===== config.mk =====
export PLATFORM = sky130hd
export DESIGN_NAME = sorting_engine_v2
export DESIGN_NICKNAME = d
export VERILOG_FILES = /design/src/rtl/sorting_engine_v2.sv
export SDC_FILE = /design/constraint.sdc
export NUM_CORES = 1
export LEC_CHECK = 0
export BUFFER_PORTS_ARGS = -buffer_cell sky130_fd_sc_hd__buf_2
export CORE_ASPECT_RATIO = 0.9
export CORE_UTILIZATION = 55
export CTS_CLUSTER_SIZE = 8
export DETAILED_ROUTE_END_ITERATION = 12
export GPL_ROUTABILITY_DRIVEN = 0
export PLACE_DENSITY_LB_ADDON = 0.12
export SETUP_SLACK_MARGIN = 0.3
export SLEW_MARGIN = 5
export SYNTH_ARGS = -nofsm -noshare
export SYNTH_HDL_FRONTEND = slang
export SYNTH_SLANG_ARGS = --single-unit

===== constraint.sdc =====
create_clock -name clk -period 2.62 [get_ports clk]
set_clock_uncertainty 0.2 [all_clocks]
set_input_delay 0.393 -clock clk [delete_from_list [all_inputs] [get_ports clk]]
set_output_delay 0.393 -clock clk [all_outputs]
set_load 0.05 [all_outputs]

===== src/rtl/sorting_engine_v2.sv =====
// In-place exchange sorter over a 2**L x N register array with host load/readback,
// runtime element count, ascending/descending order and signed/unsigned compare.
module sorting_engine_v2 #(
  parameter int unsigned N = 8,
  parameter int unsigned L = 4
) (
  input  logic           clk,
  input  logic           rst,
  input  logic           Rd,
  input  logic           WrInit,
  input  logic [L-1:0]   RAddr,
  input  logic [N-1:0]   DataIn,
  input  logic           start,
  input  logic [L:0]     Cnt,
  input  logic           Desc,
  input  logic           SignedMode,
  output logic [N-1:0]   DataOut,
  output logic           done,
  output logic           busy,
  output logic [2*L-1:0] SwapCnt
);

  localparam int unsigned DEPTH = 2**L;
  localparam int unsigned IW    = L + 1;
  localparam int unsigned SW    = 2 * L;

  typedef enum logic [2:0] {
    S_IDLE, S_RDA, S_RDB, S_CMP, S_SWJ, S_SWI, S_DONE
  } state_t;

  state_t          state, state_nxt;
  logic [N-1:0]    mem [DEPTH];
  logic [IW-1:0]   i, j, kc;
  logic [N-1:0]    a, b;
  logic            desc_q, sgn_q;

  logic [IW-1:0]   cnt_c;
  logic            swap_c, adv_j_c, adv_i_c, adv_en_c, rd_c;
  logic            mem_we_c;
  logic [L-1:0]    mem_wa_c;
  logic [N-1:0]    mem_wd_c;

  // Element count clamped to the memory depth
  assign cnt_c = (Cnt > IW'(DEPTH)) ? IW'(DEPTH) : Cnt;

  assign adv_j_c = (j < kc - IW'(1));
  assign adv_i_c = (i < kc - IW'(2));

  always_comb begin
    logic gt, lt;
    gt     = sgn_q ? ($signed(a) > $signed(b)) : (a > b);
    lt     = sgn_q ? ($signed(a) < $signed(b)) : (a < b);
    swap_c = desc_q ? lt : gt;
  end

  always_ff @(posedge clk) begin
    if (rst) state <= S_IDLE;
    else     state <= state_nxt;
  end

  always_comb begin
    state_t adv_s;
    state_nxt = state;
    adv_s     = adv_j_c ? S_RDB : (adv_i_c ? S_RDA : S_DONE);
    case (state)
      S_IDLE: if (start) state_nxt = (cnt_c < IW'(2)) ? S_DONE : S_RDA;
      S_RDA:  state_nxt = S_RDB;
      S_RDB:  state_nxt = S_CMP;
      S_CMP:  state_nxt = swap_c ? S_SWJ : adv_s;
      S_SWJ:  state_nxt = S_SWI;
      S_SWI:  state_nxt = adv_s;
      S_DONE: state_nxt = S_IDLE;
      default: state_nxt = S_IDLE;
    endcase
  end

  // Datapath strobes: host port is live only in IDLE and DONE
  always_comb begin
    mem_we_c = 1'b0;
    mem_wa_c = RAddr;
    mem_wd_c = DataIn;
    rd_c     = 1'b0;
    adv_en_c = 1'b0;
    case (state)
      S_IDLE, S_DONE: begin
        mem_we_c = WrInit;
        rd_c     = Rd;
      end
      S_CMP: adv_en_c = !swap_c;
      S_SWJ: begin
        mem_we_c = 1'b1;
        mem_wa_c = j[L-1:0];
        mem_wd_c = a;
      end
      S_SWI: begin
        mem_we_c = 1'b1;
        mem_wa_c = i[L-1:0];
        mem_wd_c = b;
        adv_en_c = 1'b1;
      end
      default: ;
    endcase
  end

  always_ff @(posedge clk) begin
    if (mem_we_c) mem[mem_wa_c] <= mem_wd_c;
  end

  always_ff @(posedge clk) begin
    if (rst) begin
      i       <= '0;
      j       <= '0;
      a       <= '0;
      b       <= '0;
      kc      <= '0;
      desc_q  <= 1'b0;
      sgn_q   <= 1'b0;
      DataOut <= '0;
      done    <= 1'b0;
      busy    <= 1'b0;
      SwapCnt <= '0;
    end else begin
      done <= (state_nxt == S_DONE);
      busy <= (state_nxt inside {S_RDA, S_RDB, S_CMP, S_SWJ, S_SWI});
      if (rd_c) DataOut <= mem[RAddr];
      case (state)
        S_IDLE: if (start) begin
          kc      <= cnt_c;
          desc_q  <= Desc;
          sgn_q   <= SignedMode;
          SwapCnt <= '0;
          i       <= '0;
        end
        S_RDA: begin
          a <= mem[i[L-1:0]];
          j <= i + IW'(1);
        end
        S_RDB: b <= mem[j[L-1:0]];
        S_SWI: begin
          a       <= b;
          SwapCnt <= SwapCnt + SW'(1);
        end
        default: ;
      endcase
      if (adv_en_c) begin
        if (adv_j_c)      j <= j + IW'(1);
        else if (adv_i_c) i <= i + IW'(1);
      end
    end
  end

endmodule


==> flow_summary.ini <==
[detailed_routing]
antenna_left = 0
wirelength_mm = 27.19
drc = 0
dr.pass1.iters = 5
drt_iter0_drc = 754
vias = 6960
wl_per_cell_um = 25.72
via_per_inst = 6.585

[die]
chipHeight_um = 130.0
initial_core_util_pct = 56.50
io_pins = 42
rows = 46
dieArea_mm2 = 0.01875
core_mm2 = 0.01773
die_w_um = 144.2

[grt]
grt_max_degree = 39
gr-total-overflow = 0
grt_pass1_wl_mm = 40.91
grt_util_all_layers_pct = 31.06
first_global_vias = 6872
antenna_found_initial = 0

[worst_setup_path]
cp-start-kind = register
path_max_fanout = 4
path_class = reg2reg
r2r-start = kc[1]
r2r_slack_ps = -10
worstPathRequired_ps = 2760
cp.arrival_ps = 2780
endpoint_kind = register
worstRegToRegCells = 14
r2r-end = done

[synthesis]
ys_ff_latch = 182
syn_area_mm2 = 0.01002
ys_async_sr_fraction_pct = 0
ys_seq_area_share_pct = 49.17
synth_cell_types = 51
synth_cells = 705
syn-num-nets = 751
syn_area_per_cell_um2 = 14.21
yosysWarnings = 0
synth_edf_count = 128
ys.flop_type = edfxtp_1

[layout]
layout_common_cells = edfxtp_1, mux4_2, buf_4
antennaDiodeCount = 0
mostFrequentLayoutCell = edfxtp_1
stdcell_count = 1057
final_nets = 850
area_delta_synth_final_pct = 20.44
drive_gt1_share_pct = 43.33
fin_area_mm2 = 0.01206

[clocking]
cts_tree = done
clk_path_buf_depth = 2
cts.reportedPaths.clkPinSlew_ps = 70
clk_latency_ps = 440
root_buffer = clkbuf_16
cts_max_level = 4
cts.sink_count = 182
cts_made_buffers = 17

[sta]
fmax_mhz = 379.5
fin_crit_ps = 2635
drv_slew = 0
max_slew.worst_pin.slew_ps = 1231
final.setup.worst_slack_ps = -14.71
setup_viol = 3
min_period_over_period_pct = 100.6
slew_headroom_pct = 17.40
final_hold_viol_count = 0
grt_setup_unrepaired = yes

[hold_path]
holdPathEnd = kc[0]
hp-class = in2reg
hold_depth = 3
hold_start = Cnt[0]

[power]
finalPower_w = 0.008868
ir_drop_mv = 0.5862
power_density_mw_per_mm2 = 735.1
p_leak_nw = 4.099

[place]
dp_hpwl_mm = 18.61
dp_slack_ps = -52.95
port_buffers = 41
placed_cell_area_mm2 = 0.01107
placed_cells = 1013

[run_status]
failed_checks = negative setup slack
status = complete, but fails checks

[job]
cap_violations = 0
worst max path at each step:
stage | endpoint | cells past startpoint | start | slack (ps)
after CTS | done | 14 | kc[1] | -20
after detailed placement | j[4] | 13 | kc[2] | -50
after global placement | j[4] | 10 | b[1] | -30
after global routing | done | 15 | kc[2] | -160
after floorplan | j[4] | 11 | kc[1] | 60
final | done | 14 | kc[1] | -10
cells by family after synthesis:
kind of cell / share of synthesized area [%]
compound gates: 6.021
xor+xnor: 0.6995
fa+ha+maj: 2.748
buf+inv: 2.561
flops: 49.17
mux: 30.11
simple gates: 8.695
cells in the mapped netlist (2+ instances only):
cell	number	area share, %
clkbuf_1	30	1.1
buf_1	7	0.26
mux2i_1	29	2.9
nand3b_1	10	0.75
o21a_1	7	0.52
a211oi_1	12	0.90
and2_1	2	0.12
ha_1	22	2.7
buf_2	13	0.65
and3_1	2	0.12
nand2_1	63	2.4
xor2_1	4	0.35
a31oi_1	2	0.12
nor2b_1	8	0.50
xnor2_1	4	0.35
o22a_2	2	0.20
or3_1	3	0.19
o21ai_0	20	1.0
inv_1	12	0.45
edfxtp_1	128	38
dfxtp_1	54	11
mux4_2	120	27
a21oi_1	36	1.8
nand4_1	6	0.37
nand2b_1	4	0.25
nor3_1	5	0.25
nor2_1	62	2.3
mux2_2	2	0.22
a21o_1	3	0.22
nand3_1	12	0.60
metal layers:
layer	vias to the layer above	GRT usage [%]	routed length [um]
li1	3007	-	-
met1	3491	43.45	10840
met2	403	47.57	12930
met3	59	6.642	2505
met4	0	13.44	911
met5	-	0	0
where the power goes:
group          internal, W  switching (W)
Clock              0.00138        0.00113
Combinational      0.00133        0.00155
Sequential         0.00332       0.000149
Total              0.00603        0.00284
timing repair:
| item | in CTS | in global routing |
|---|---|---|
| cloned | 0 | 1 |
| endpoints found under the setup margin | 17 | 162 |
| pin swaps | 18 | 10 |
| buffers inserted | 7 | 2 |
| hold buffers | 2 | 0 |
| gates resized for setup | 34 | 37 |
| hold endpoints to repair | 2 | 0 |
critical path, cell delays in order, from the launching register on:
cell      delay, ps
dfxtp_2         360
inv_4            50
ha_4            150
nand2_1          60
xor2_1          170
ha_1            290
nand2_1          90
a21oi_2          50
a211oi_4        270
buf_4           170
a211oi_2         30
a221oi_1        200
o21ai_1         130
nor2b_2         180
nor2b_4         130
per-stage QoR:
| stage | TNS [ps] | util (%) | hold WS [ps] |
|---|---|---|---|
| floorplan | 0 | - | 236.8 |
| global placement | -25.92 | 62.46 | 263.8 |
| detailed placement | -61.84 | 62.46 | 254.0 |
| CTS | -30.65 | 66.92 | 18.42 |
| global route | -1098 | 68.05 | 49.44 |
| finish | -32.05 | 68.05 | 34.31 |
area by class of cell:
cell class	instances	area, um^2
well taps	240	300.3
multi-input cells	460	5150
repair buffers	131	1054
clock inverters	9	62.56
clock buffers	23	509.2
flip-flops and latches	182	4940
fillers	1247	5664
inverters	12	47.55
registers in the layout, indices dropped and copies added, names as in the netlist, 3 cells and up:
register and flops:
DataOut 8, i 5, kc 5, b 8, state 3, j 5, mem 128, a 8
SwapCnt 8
(Power assumes the default switching activity.)
